==> src/rtl/addr_gen_pkg.sv <==
// Shared types and default widths for the programmable address generator.
package addr_gen_pkg;

  localparam int ADDR_W_DEF = 8;
  localparam int CNT_W_DEF  = 8;
  localparam int STEP_W_DEF = 4;

  typedef enum logic [1:0] {
    IDLE = 2'd0,
    RUN  = 2'd1,
    DONE = 2'd2
  } state_e;

endpackage

==> src/rtl/addr_gen_beat_counter.sv <==
// Beat index counter with clear, enable and terminal flag (beat == limit-1).
module beat_counter #(
  parameter int CNT_W = 8
) (
  input  logic             clk,
  input  logic             rst,
  input  logic             clr_i,
  input  logic             en_i,
  input  logic [CNT_W-1:0] limit_i,
  output logic [CNT_W-1:0] beat_o,
  output logic             term_o
);

  logic [CNT_W-1:0] beat_q, beat_d;

  // Clear wins over enable so a wrap restart lands exactly on beat 0.
  always_comb begin
    beat_d = beat_q;
    if (clr_i)     beat_d = '0;
    else if (en_i) beat_d = beat_q + CNT_W'(1);
  end

  always_ff @(posedge clk or posedge rst) begin
    if (rst) beat_q <= '0;
    else     beat_q <= beat_d;
  end

  assign beat_o = beat_q;
  assign term_o = (beat_q == (limit_i - CNT_W'(1)));

endmodule

==> src/rtl/addr_gen.sv <==
// Programmable address sequencer: base/stride/beat-count sweep, up or down,
// one-shot or wrap-around, launched with a start/busy/done handshake.
module addr_gen
  import addr_gen_pkg::*;
#(
  parameter int ADDR_W = ADDR_W_DEF,
  parameter int CNT_W  = CNT_W_DEF,
  parameter int STEP_W = STEP_W_DEF
) (
  input  logic              clk,
  input  logic              rst,
  input  logic              start,
  input  logic [ADDR_W-1:0] cfg_base,
  input  logic [CNT_W-1:0]  cfg_limit,
  input  logic [STEP_W-1:0] cfg_step,
  input  logic              cfg_down,
  input  logic              cfg_wrap,
  input  logic              cnt_en,
  input  logic              stop,
  output logic [ADDR_W-1:0] address,
  output logic [CNT_W-1:0]  beat,
  output logic              last,
  output logic              busy,
  output logic              done,
  output logic              wrapped,
  output logic              err,
  output state_e            dbg_state
);

  // Handshake: start is accepted only in IDLE with a nonzero limit; busy is
  // high for every RUN cycle starting the cycle after acceptance; done pulses
  // for one cycle after a one-shot pass ends, and start is ignored until IDLE.
  state_e state_q, state_d;

  logic [ADDR_W-1:0] addr_q, addr_d;
  logic [ADDR_W-1:0] base_q, step_q;
  logic [CNT_W-1:0]  limit_q;
  logic              down_q, wrap_q;
  logic              done_q, wrapped_q, err_q;

  logic accept, reject, advance, restart, finish;
  logic term;

  always_comb begin
    state_d = state_q;
    addr_d  = addr_q;
    accept  = 1'b0;
    reject  = 1'b0;
    advance = 1'b0;
    restart = 1'b0;
    finish  = 1'b0;
    unique case (state_q)
      IDLE: begin
        if (start) begin
          if (cfg_limit != '0) begin
            accept  = 1'b1;
            addr_d  = cfg_base;
            state_d = RUN;
          end else begin
            reject = 1'b1;
          end
        end
      end
      RUN: begin
        // stop outranks cnt_en, so an abort on the last beat never restarts.
        if (stop) begin
          state_d = IDLE;
        end else if (cnt_en) begin
          if (!term) begin
            advance = 1'b1;
            addr_d  = down_q ? (addr_q - step_q) : (addr_q + step_q);
          end else if (wrap_q) begin
            restart = 1'b1;
            addr_d  = base_q;
          end else begin
            finish  = 1'b1;
            state_d = DONE;
          end
        end
      end
      DONE:    state_d = IDLE;
      default: state_d = IDLE;
    endcase
  end

  always_ff @(posedge clk or posedge rst) begin
    if (rst) begin
      state_q   <= IDLE;
      addr_q    <= '0;
      base_q    <= '0;
      step_q    <= '0;
      limit_q   <= '0;
      down_q    <= 1'b0;
      wrap_q    <= 1'b0;
      done_q    <= 1'b0;
      wrapped_q <= 1'b0;
      err_q     <= 1'b0;
    end else begin
      state_q   <= state_d;
      addr_q    <= addr_d;
      done_q    <= finish;
      wrapped_q <= restart;
      err_q     <= reject;
      if (accept) begin
        base_q  <= cfg_base;
        step_q  <= ADDR_W'(cfg_step);
        limit_q <= cfg_limit;
        down_q  <= cfg_down;
        wrap_q  <= cfg_wrap;
      end
    end
  end

  beat_counter #(.CNT_W(CNT_W)) u_beat (
    .clk     (clk),
    .rst     (rst),
    .clr_i   (accept | restart),
    .en_i    (advance),
    .limit_i (limit_q),
    .beat_o  (beat),
    .term_o  (term)
  );

  assign address   = addr_q;
  assign busy      = (state_q == RUN);
  assign last      = (state_q == RUN) && term;
  assign done      = done_q;
  assign wrapped   = wrapped_q;
  assign err       = err_q;
  assign dbg_state = state_q;

endmodule

==> config.mk <==
export PLATFORM = sky130hd
export DESIGN_NAME = addr_gen
export DESIGN_NICKNAME = d
export VERILOG_FILES = /design/src/rtl/addr_gen_pkg.sv /design/src/rtl/addr_gen_beat_counter.sv /design/src/rtl/addr_gen.sv
export SDC_FILE = /design/constraint.sdc
export NUM_CORES = 1
export LEC_CHECK = 0
export BUFFER_PORTS_ARGS = -buffer_cell sky130_fd_sc_hd__buf_4
export CAP_MARGIN = 20
export CORE_ASPECT_RATIO = 1.2
export CORE_UTILIZATION = 40
export CTS_BUF_LIST = sky130_fd_sc_hd__clkbuf_16
export DETAILED_ROUTE_END_ITERATION = 6
export SYNTH_ARGS = -nofsm -noshare
export SYNTH_HDL_FRONTEND = slang
export SYNTH_SLANG_ARGS = --single-unit
==> constraint.sdc <==
create_clock -name clk -period 5.2 [get_ports clk]
set_input_delay 0.78 -clock clk [delete_from_list [all_inputs] [get_ports clk]]
set_output_delay 0.78 -clock clk [all_outputs]
set_load 0.05 [all_outputs]
==> impl_metrics.json, run 1 <==
{
  "synth.most_common_cell": "dfrtp_1",
  "grt_pass1_wl_um": 10300,
  "grt_overflow_total": 0,
  "nets": 354,
  "drv_cap": 0,
  "hpwl_um": 4530,
  "wl_per_cell_um": 15.2,
  "syn_area_per_cell_um2": 9.74,
  "slew_headroom_pct": 50.4,
  "clk_latency_ns": 0.28,
  "die_area_um2": 6800,
  "synth_top_area_cell": "dfrtp_1",
  "initial_core_util_pct": 42.3,
  "p_leak_nw": 1.42,
  "area_delta_synth_final_pct": 22.6,
  "vias": 2157,
  "cts.clk_slew.worst_paths_ns": 0.06,
  "clk_path_buf_depth": 2,
  "ys_warn_count": 0,
  "synth_area_um2": 2590,
  "crit_type": "flop to primary output",
  "worst_setup_path_end_kind": "primary output",
  "synth-seq-cells": 43,
  "cp.arrival_ns": 2.66,
  "postRouteWirelength_um": 6050,
  "min_path_type": "flop to flop",
  "core_area_um2": 6130,
  "setup_viol": 0,
  "antenna_cells": 0,
  "drt_iter0_drc": 88,
  "grt_usage_pct": 19.9,
  "drtPass1Iterations": 4,
  "synth_edf_count": 0,
  "status": "completed",
  "power.total_mw": 1.49,
  "muxShareOfSynthArea_pct": 7.58,
  "dominantRegCellSynth": "dfrtp_1",
  "antenna_found_initial": 0,
  "synth-compound-area-share_pct": 17.9,
  "clock_tree.root_cell": "clkbuf_16",
  "port_buffers": 49,
  "syn_inst": 266,
  "cts_tree": "done",
  "fmax_ghz": 0.291,
  "die_w_um": 75.5,
  "grt_max_degree": 44,
  "synth_top_area_share_pct": 41.5,
  "viasPerCell": 5.43,
  "synthTopCellsByCount": "43 x dfrtp_1, 22 x o21ai_0, 16 x nand2_1, 16 x nor2_1, 15 x a21oi_1",
  "synth_top_family_by_area": "compound AO/OA/AOI/OAI gates",
  "rows": 31,
  "synth_cell_types": 55,
  "cts_buffers": 5,
  "placed_area_um2": 3040,
  "grt_pass1_vias": 2148,
  "skew_ns": 0.00543,
  "crit_required_ns": 4.42,
  "final_area_um2": 3180,
  "hold_viol_final": 0,
  "setup_tns_ns": 0,
  "timing.final.crit_share_pct": 66.1,
  "drv_slew": 0,
  "tightest_slew_ns": 0.744,
  "cts_sinks": 43,
  "synthAdderAreaFrac_pct": 6.09,
  "io_pins": 50,
  "path_max_fanout": 15,
  "cts_setup_buffers": 0,
  "drcViolationCount": 0,
  "synth_nets": 305,
  "vdd_ir_drop_max_mv": 0.323,
  "grt_setup_unrepaired": "false",
  "htreeDepth": 2,
  "drive_above_1_share_pct": 25.1,
  "synth.area.top_cells": "dfrtp_1 42%, mux2_2 5.7%, ha_1 5.3%",
  "synthXorXnorAreaFrac_pct": 5.41,
  "async_reset_ff_share_pct": 100,
  "cts_resized": 0,
  "gp_congestion": 0.815,
  "die_y_um": 90.1,
  "yosysSeqAreaShare_pct": 41.5,
  "cts_hold_buf": 0,
  "detail-route-antenna-nets": 0,
  "finalCriticalPeriod_ns": 3.44,
  "power_density_nw_per_um2": 471,
  "synth_simple_gate_area_share_pct": 17.8,
  "cp-start-kind": "flop"
}
## cell type report
cell class              count  area, µm²
fillers                   634       2950
flip-flops and latches     43       1080
clock buffers               5        125
well taps                  82        103
clock inverters             2       8.76
inverters                  15       56.3
repair buffers             51        383
multi-input cells         199       1420
## flip-flops by register name, indices dropped and copies added (netlist names)
register	flops
step_q	4
done	1
dbg_state	2
down_q	1
address	8
wrap_q	1
u_beat.beat_o	8
err	1
wrapped	1
base_q	8
limit_q	8
## cells by family after synthesis
group / Yosys count
buffers and inverters: 24
muxes: 18
AOI/OAI and AO/OA: 67
and+or+nand+nor: 86
adders and majority gates: 12
DFF: 43
xor gates and xnor gates: 16
## layer usage
| metal | track usage [%] | share of wire [%] | up-vias | routed length [µm] |
|---|---|---|---|---|
| met5 | 0 | 0 | - | 0 |
| met4 | 4.78 | 1.0 | 0 | 63 |
| met3 | 3.36 | 2.7 | 5 | 165 |
| met2 | 35.6 | 55 | 36 | 3310 |
| met1 | 24.0 | 41 | 1046 | 2500 |
| li1 | - | - | 1070 | - |
## path summary, 6_finish.rpt
kind                                        start                endpoint  slack (ns)  cells past startpoint
min in group asynchronous                     rst   base_q[7]$_DFFE_PP0P_        0.64                      3
setup reg to reg           limit_q[0]$_DFFE_PP0P_  address[4]$_DFFE_PP0P_        2.44                      8
setup / recovery           limit_q[0]$_DFFE_PP0P_                    last        1.76                      8
hold reg to reg             base_q[7]$_DFFE_PP0P_   base_q[7]$_DFFE_PP0P_        0.51                      1
hold / removal              base_q[7]$_DFFE_PP0P_   base_q[7]$_DFFE_PP0P_        0.51                      1
max in group asynchronous                     rst  address[3]$_DFFE_PP0P_        4.19                      3
## through the flow
step | utilization (%) | cells | hold WS [ns] | setup WS (ns)
floorplan | - | 266 | 0.474 | 1.73
global placement | 49.6 | 390 | 0.492 | 2.13
detailed placement | 49.6 | 390 | 0.502 | 2.06
CTS | 51.8 | 397 | 0.515 | 1.74
global route | 51.8 | 397 | 0.543 | 1.64
finish | 51.8 | 397 | 0.510 | 1.76
## layout by cell type, fill, tap and decap left out, types with 2 or more instances in the layout
master	instances
clkinv_1	3
nor3_1	11
inv_1	13
o21ai_0	22
mux2_2	13
buf_4	51
nand4_1	4
xor2_1	5
nand3_1	7
nand2b_1	3
a21oi_1	14
o211ai_1	5
nand2_1	16
or4_1	3
nor2_1	16
ha_1	11
nor2b_1	4
mux2i_1	5
dfrtp_1	43
or3_1	7
o41ai_1	2
and2_1	3
o2111a_1	2
xnor2_1	11
clkbuf_16	5
a21o_1	3
a311o_1	2
nor4_1	2
## report_power, final
part	internal, mW	switching (mW)
Sequential	0.407	0.0819
Clock	0.173	0.122
Combinational	0.308	0.403
Total	0.888	0.606
## critical path: stages, from the launching register on
cell and delay [ns]:
dfrtp_1 0.40, inv_1 0.07, ha_1 0.25, o21ba_1 0.20, a221o_1 0.36, a211oi_2 0.41
o211ai_4 0.29, nor2_1 0.18, buf_4 0.21
(Power assumes the default switching activity.)
==> inputs of run 2 (changes only) <==
Settings changed: ABC_AREA from default to 1.
Clock period 5.2 ns to 3.35 ns, I/O delays scaled along.
==> impl_metrics.json, run 2 <==
{
  "dominantRegCellSynth": "dfrtp_1",
  "grt_usage_pct": 19.5,
  "die_w_um": 78.5,
  "grt_setup_unrepaired": "false",
  "drive_above_1_share_pct": 22.0,
  "wl_per_cell_um": 13.1,
  "clk_latency_ns": 0.28,
  "status": "completed",
  "seqCellArea_um2": 1080,
  "drcViolationCount": 0,
  "antenna_found_initial": 0,
  "hold_viol_final": 0,
  "synth_edf_count": 0,
  "cts.clk_slew.worst_paths_ns": 0.06,
  "synth-seq-cells": 43,
  "async_reset_ff_share_pct": 100,
  "skew_ns": 0.00679,
  "nets": 447,
  "gp_congestion": 0.892,
  "antenna_cells": 0,
  "clock_tree.root_cell": "clkbuf_16",
  "final_common_cell": "nand2_1",
  "die_y_um": 93.8,
  "finalCriticalPeriod_ns": 2.61,
  "htreeDepth": 2,
  "path_max_fanout": 21,
  "drv_cap": 0,
  "drtPass1Iterations": 4,
  "vias": 2458,
  "setup_tns_ns": 0,
  "pre_cts_ws_ns": 0.726,
  "synth.area.top_cells": "dfrtp_1 38%, nand2_1 14%, nand3_1 5.7%",
  "grt_pass1_wl_um": 11100,
  "synth_top_area_share_pct": 38.3,
  "timing.final.crit_share_pct": 78.0,
  "hold_ws_ns": 0.414,
  "yosysSeqAreaShare_pct": 38.3,
  "synth_top_area_cell": "dfrtp_1",
  "grt_pass1_vias": 2445,
  "synth-compound-area-share_pct": 6.95,
  "cts_setup_buffers": 0,
  "reg2reg_depth": 13,
  "area_delta_synth_final_pct": 19.3,
  "post-route-util_pct": 49.2,
  "initial_core_util_pct": 41.2,
  "drt_iter0_drc": 125,
  "clk_path_buf_depth": 2,
  "multiInputGateArea_um2": 1500,
  "detail-route-antenna-nets": 0,
  "worst_slack_ns": 0.737,
  "cts_buffers": 5,
  "postRouteWirelength_um": 6490,
  "tightest_slew_ns": 0.893,
  "worst_setup_path_end_kind": "flop",
  "core_area_um2": 6810,
  "p_leak_nw": 1.77,
  "rr_startpoint": "limit_q[0]$_DFFE_PP0P_",
  "vdd_ir_drop_max_mv": 0.394,
  "synthXorXnorAreaFrac_pct": 5.92,
  "min_path_type": "input pin to asynchronous set/reset pin",
  "grt_overflow_total": 0,
  "cp.arrival_ns": 2.78,
  "synth.most_common_cell": "nand2_1",
  "slew_headroom_pct": 40.4,
  "num-fill-cells": 679,
  "cts_sinks": 43,
  "cp-start-kind": "flop",
  "r2r_slack_ns": 0.74,
  "die_area_um2": 7360,
  "syn_inst": 361,
  "cts_resized": 0,
  "ys_warn_count": 0,
  "synth_top_family_by_area": "simple AND/OR/NAND/NOR gates",
  "mostFrequentLayoutCells": "107 x nand2_1, 53 x buf_4, 43 x dfrtp_1",
  "cts_tree": "done",
  "setup_viol": 0,
  "fmax_ghz": 0.383,
  "synth_area_um2": 2810,
  "synth_nets": 400,
  "final_area_um2": 3350,
  "io_pins": 50,
  "synthAdderAreaFrac_pct": 5.61,
  "synthTopCellsByCount": "107 x nand2_1, 43 x dfrtp_1, 32 x nand3_1",
  "viasPerCell": 4.96,
  "placed_area_um2": 3210,
  "crit_type": "flop to flop",
  "cts_hold_buf": 0,
  "rows": 33,
  "syn_area_per_cell_um2": 7.78,
  "crit_required_ns": 3.52,
  "grt_max_degree": 24,
  "muxShareOfSynthArea_pct": 4.41,
  "drv_slew": 0,
  "port_buffers": 49,
  "r2r_end": "address[0]$_DFFE_PP0P_",
  "synth_simple_gate_area_share_pct": 30.6,
  "synth_cell_types": 36,
  "power_density_nw_per_um2": 752,
  "hpwl_um": 5110
}
run 2: area by class of cell:
class	instances	share of cell area, %
Clock buffer	5	3.73
Clock inverter	3	0.373
Inverter	34	3.81
Multi-Input combinational cell	271	44.9
Sequential cell	43	32.1
Tap cell	87	3.25
Timing Repair Buffer	53	11.9
run 2: through the flow:
step                      instances  power [mW]
after floorplan                 361        1.75
final                           496        2.52
after detailed placement        488        2.07
after CTS                       496        2.55
after global routing            496        2.75
after global placement          488        2.06
run 2: per-layer routing:
metal / share of wire, % / vias up / track usage, %
met4: 2.2 / 0 / 6.79
met1: 43 / 1153 / 22.5
met3: 2.4 / 11 / 3.40
met2: 52 / 32 / 35.8
met5: 0 / - / 0
li1: - / 1262 / -
run 2: power breakdown:
| group | switching (mW) | internal (mW) | leakage (nW) |
|---|---|---|---|
| Clock | 0.191 | 0.269 | 0.0762 |
| Sequential | 0.132 | 0.638 | 0.525 |
| Combinational | 0.810 | 0.481 | 1.17 |
run 2: critical path, stage by stage, from the launching register on:
cell	delay (ns)
dfrtp_1	0.43
inv_2	0.12
ha_1	0.21
nand2_2	0.09
nor2_2	0.12
nand3_1	0.09
nand2_1	0.09
nand2_2	0.06
nor2_2	0.38
nand3_1	0.15
nand4_2	0.36
inv_1	0.24
nand2_1	0.13
nand2_1	0.05
run 2: worst max-delay path by stage:
stage                                 start                     end  cells past startpoint  slack [ns]
3_5_place_dp         limit_q[0]$_DFFE_PP0P_  address[0]$_DFFE_PP0P_                     13        0.73
3_3_place_gp         limit_q[0]$_DFFE_PP0P_  address[6]$_DFFE_PP0P_                     13        0.80
2_1_floorplan  u_beat.beat_o[6]$_DFFE_PP0P_                    last                      8        1.14
6_report             limit_q[0]$_DFFE_PP0P_  address[0]$_DFFE_PP0P_                     13        0.74
4_1_cts              limit_q[0]$_DFFE_PP0P_  address[0]$_DFFE_PP0P_                     13        0.72
5_1_grt              limit_q[0]$_DFFE_PP0P_  address[5]$_DFFE_PP0P_                     13        0.44
run 2: cell families (layout without fill, tap and decap cells):
logic type	after synthesis	after routing
xor+xnor	19	19
flops	43	43
compound gates	36	36
fa+ha+maj	12	12
mux	11	11
buf+inv	47	95
simple gates	193	193
==> inputs of run 3 (changes only) <==
Clock period 3.35 ns to 2.5 ns, I/O delays scaled along.
==> impl_metrics.json, run 3 (same netlist as run 2, synthesis figures left out) <==
{
  "die_y_um": 93.8,
  "drt_iter0_drc": 101,
  "final_common_cell": "nand2_1",
  "fmax_ghz": 0.423,
  "r2r_end": "address[7]$_DFFE_PP0P_",
  "gp_congestion": 0.831,
  "hpwl_um": 4900,
  "slew_headroom_pct": 63.0,
  "swShare_pct": 44.1,
  "crit_required_ns": 2.12,
  "reg2reg_depth": 17,
  "nets": 457,
  "htreeDepth": 2,
  "rr_startpoint": "step_q[0]$_DFFE_PP0P_",
  "grtUsageMet3_pct": 3.11,
  "vdd_ir_drop_max_mv": 0.446,
  "final_area_um2": 3500,
  "drive_above_1_share_pct": 27.4,
  "hold_ws_ns": 0.242,
  "worst_setup_path_end_kind": "primary output",
  "grt_max_degree": 44,
  "combPwrFrac_pct": 52.8,
  "cts_sinks": 43,
  "setup.worst_path.end": "last",
  "grt_usage_pct": 19.3,
  "setup_viol": 0,
  "setup_tns_ns": 0,
  "p_seq_share_pct": 29.4,
  "clk_latency_ns": 0.28,
  "tightest_slew_ns": 0.556,
  "status": "completed",
  "timing.final.crit_share_pct": 94.6,
  "core_area_um2": 6810,
  "power_density_nw_per_um2": 1000,
  "drcViolationCount": 0,
  "drtPass1Iterations": 5,
  "grt_use_met2_pct": 36.7,
  "use_met1_pct": 21.3,
  "crit_type": "flop to primary output",
  "vias": 2525,
  "rows": 33,
  "cts.clk_slew.worst_paths_ns": 0.06,
  "dp.cells": 492,
  "placed_area_um2": 3240,
  "skew_ns": 0.00370,
  "cts_tree": "done",
  "cts_buffers": 5,
  "grt_pass1_vias": 2541,
  "path_max_fanout": 3,
  "area_delta_synth_final_pct": 24.5,
  "mostFrequentLayoutCells": "106 x nand2_1, 62 x buf_4, 42 x dfrtp_1",
  "hold_viol_final": 0,
  "startpoint": "limit_q[0]$_DFFE_PP0P_",
  "post-route-util_pct": 51.3,
  "min_path_type": "input pin to asynchronous set/reset pin",
  "detail-route-antenna-nets": 0,
  "die_w_um": 78.5,
  "wl_per_cell_um": 12.8,
  "port_buffers": 49,
  "clockPowerShare_pct": 17.9,
  "busiest_layer": "met2",
  "viasPerCell": 4.99,
  "clock_tree.root_cell": "clkbuf_16",
  "finalCriticalPeriod_ns": 2.37,
  "antenna_cells": 0,
  "p_leak_nw": 1.81,
  "clk_path_buf_depth": 2,
  "num-fill-cells": 692,
  "antenna_found_initial": 0,
  "cp.arrival_ns": 1.99,
  "initial_core_util_pct": 41.2,
  "grt_overflow_total": 0,
  "drv_slew": 0,
  "fin_cells": 506,
  "p_sw_mw": 1.55,
  "io_pins": 50,
  "postRouteWirelength_um": 6460,
  "drv_cap": 0,
  "r2r_slack_ns": 0.20,
  "grt_pass1_wl_um": 11200,
  "die_area_um2": 7360,
  "cp-start-kind": "flop",
  "internal-power_mw": 1.96
}
[run 3: changes by cell type in the layout (fill, tap and decap cells not counted), moves of 2 or more]
| cell | before | now |
|---|---|---|
| ha_4 | 0 | 2 |
| inv_1 | 33 | 31 |
| ha_1 | 11 | 8 |
| a21oi_1 | 17 | 13 |
| buf_4 | 53 | 62 |
| a21oi_2 | 0 | 4 |
[run 3: worst min-delay path by stage]
| stage | from | slack, ns | to | cells past startpoint |
|---|---|---|---|---|
| finish | rst | 0.24 | limit_q[1]$_DFFE_PP0P_ | 3 |
| global route | rst | 0.33 | step_q[1]$_DFFE_PP0P_ | 3 |
| CTS | rst | 0.26 | address[1]$_DFFE_PP0P_ | 3 |
| detailed placement | base_q[2]$_DFFE_PP0P_ | 0.50 | base_q[2]$_DFFE_PP0P_ | 1 |
| global placement | base_q[0]$_DFFE_PP0P_ | 0.49 | base_q[0]$_DFFE_PP0P_ | 1 |
| floorplan | wrap_q$_DFFE_PP0P_ | 0.47 | dbg_state[1]$_DFFE_PP0P_ | 1 |
[run 3: final cells by class]
class / instances / area, µm² / area share [%]
multi-input cells: 271 / 1570 / 44.8
repair buffers: 63 / 477 / 13.6
inverters: 34 / 130 / 3.72
well taps: 87 / 109 / 3.11
clock buffers: 5 / 125 / 3.58
clock inverters: 3 / 12.5 / 0.358
flip-flops and latches: 43 / 1080 / 30.8
[run 3: per-stage QoR]
stage	setup WS (ns)	power [mW]
global route	-0.00111	3.81
floorplan	0.331	2.35
CTS	0.0257	3.41
global placement	0.0673	2.74
finish	0.135	3.51
detailed placement	0.0366	2.76
[run 3: layer usage]
layer / routed length, µm / up-vias
met5: 0 / -
met2: 3430 / 43
met4: 159 / 0
li1: - / 1277
met3: 192 / 11
met1: 2680 / 1194
[run 3: what timing repair did]
item,CTS,global route
hold buffers,0,0
buffers inserted,0,6
resized for setup,1,19
pin swaps,0,7
setup endpoints to repair,1,15
[run 3: critical path, cell delays in order, from the launching register on]
cell and delay [ns]:
dfrtp_2 0.43, inv_4 0.08, ha_4 0.21, xor2_1 0.14, nand2_1 0.09, nor2_1 0.12, nand3_1 0.10, nor2_2 0.14
nand4_1 0.15, inv_1 0.11, buf_6 0.16
[run 3: power by group through the flow]
stage	logic [mW]	clock network, mW	registers, mW
after global routing	2.09	0.667	1.06
after floorplan	1.08	0	1.27
after detailed placement	1.72	0	1.04
after global placement	1.71	0	1.04
after CTS	1.73	0.650	1.03
final	1.85	0.626	1.03
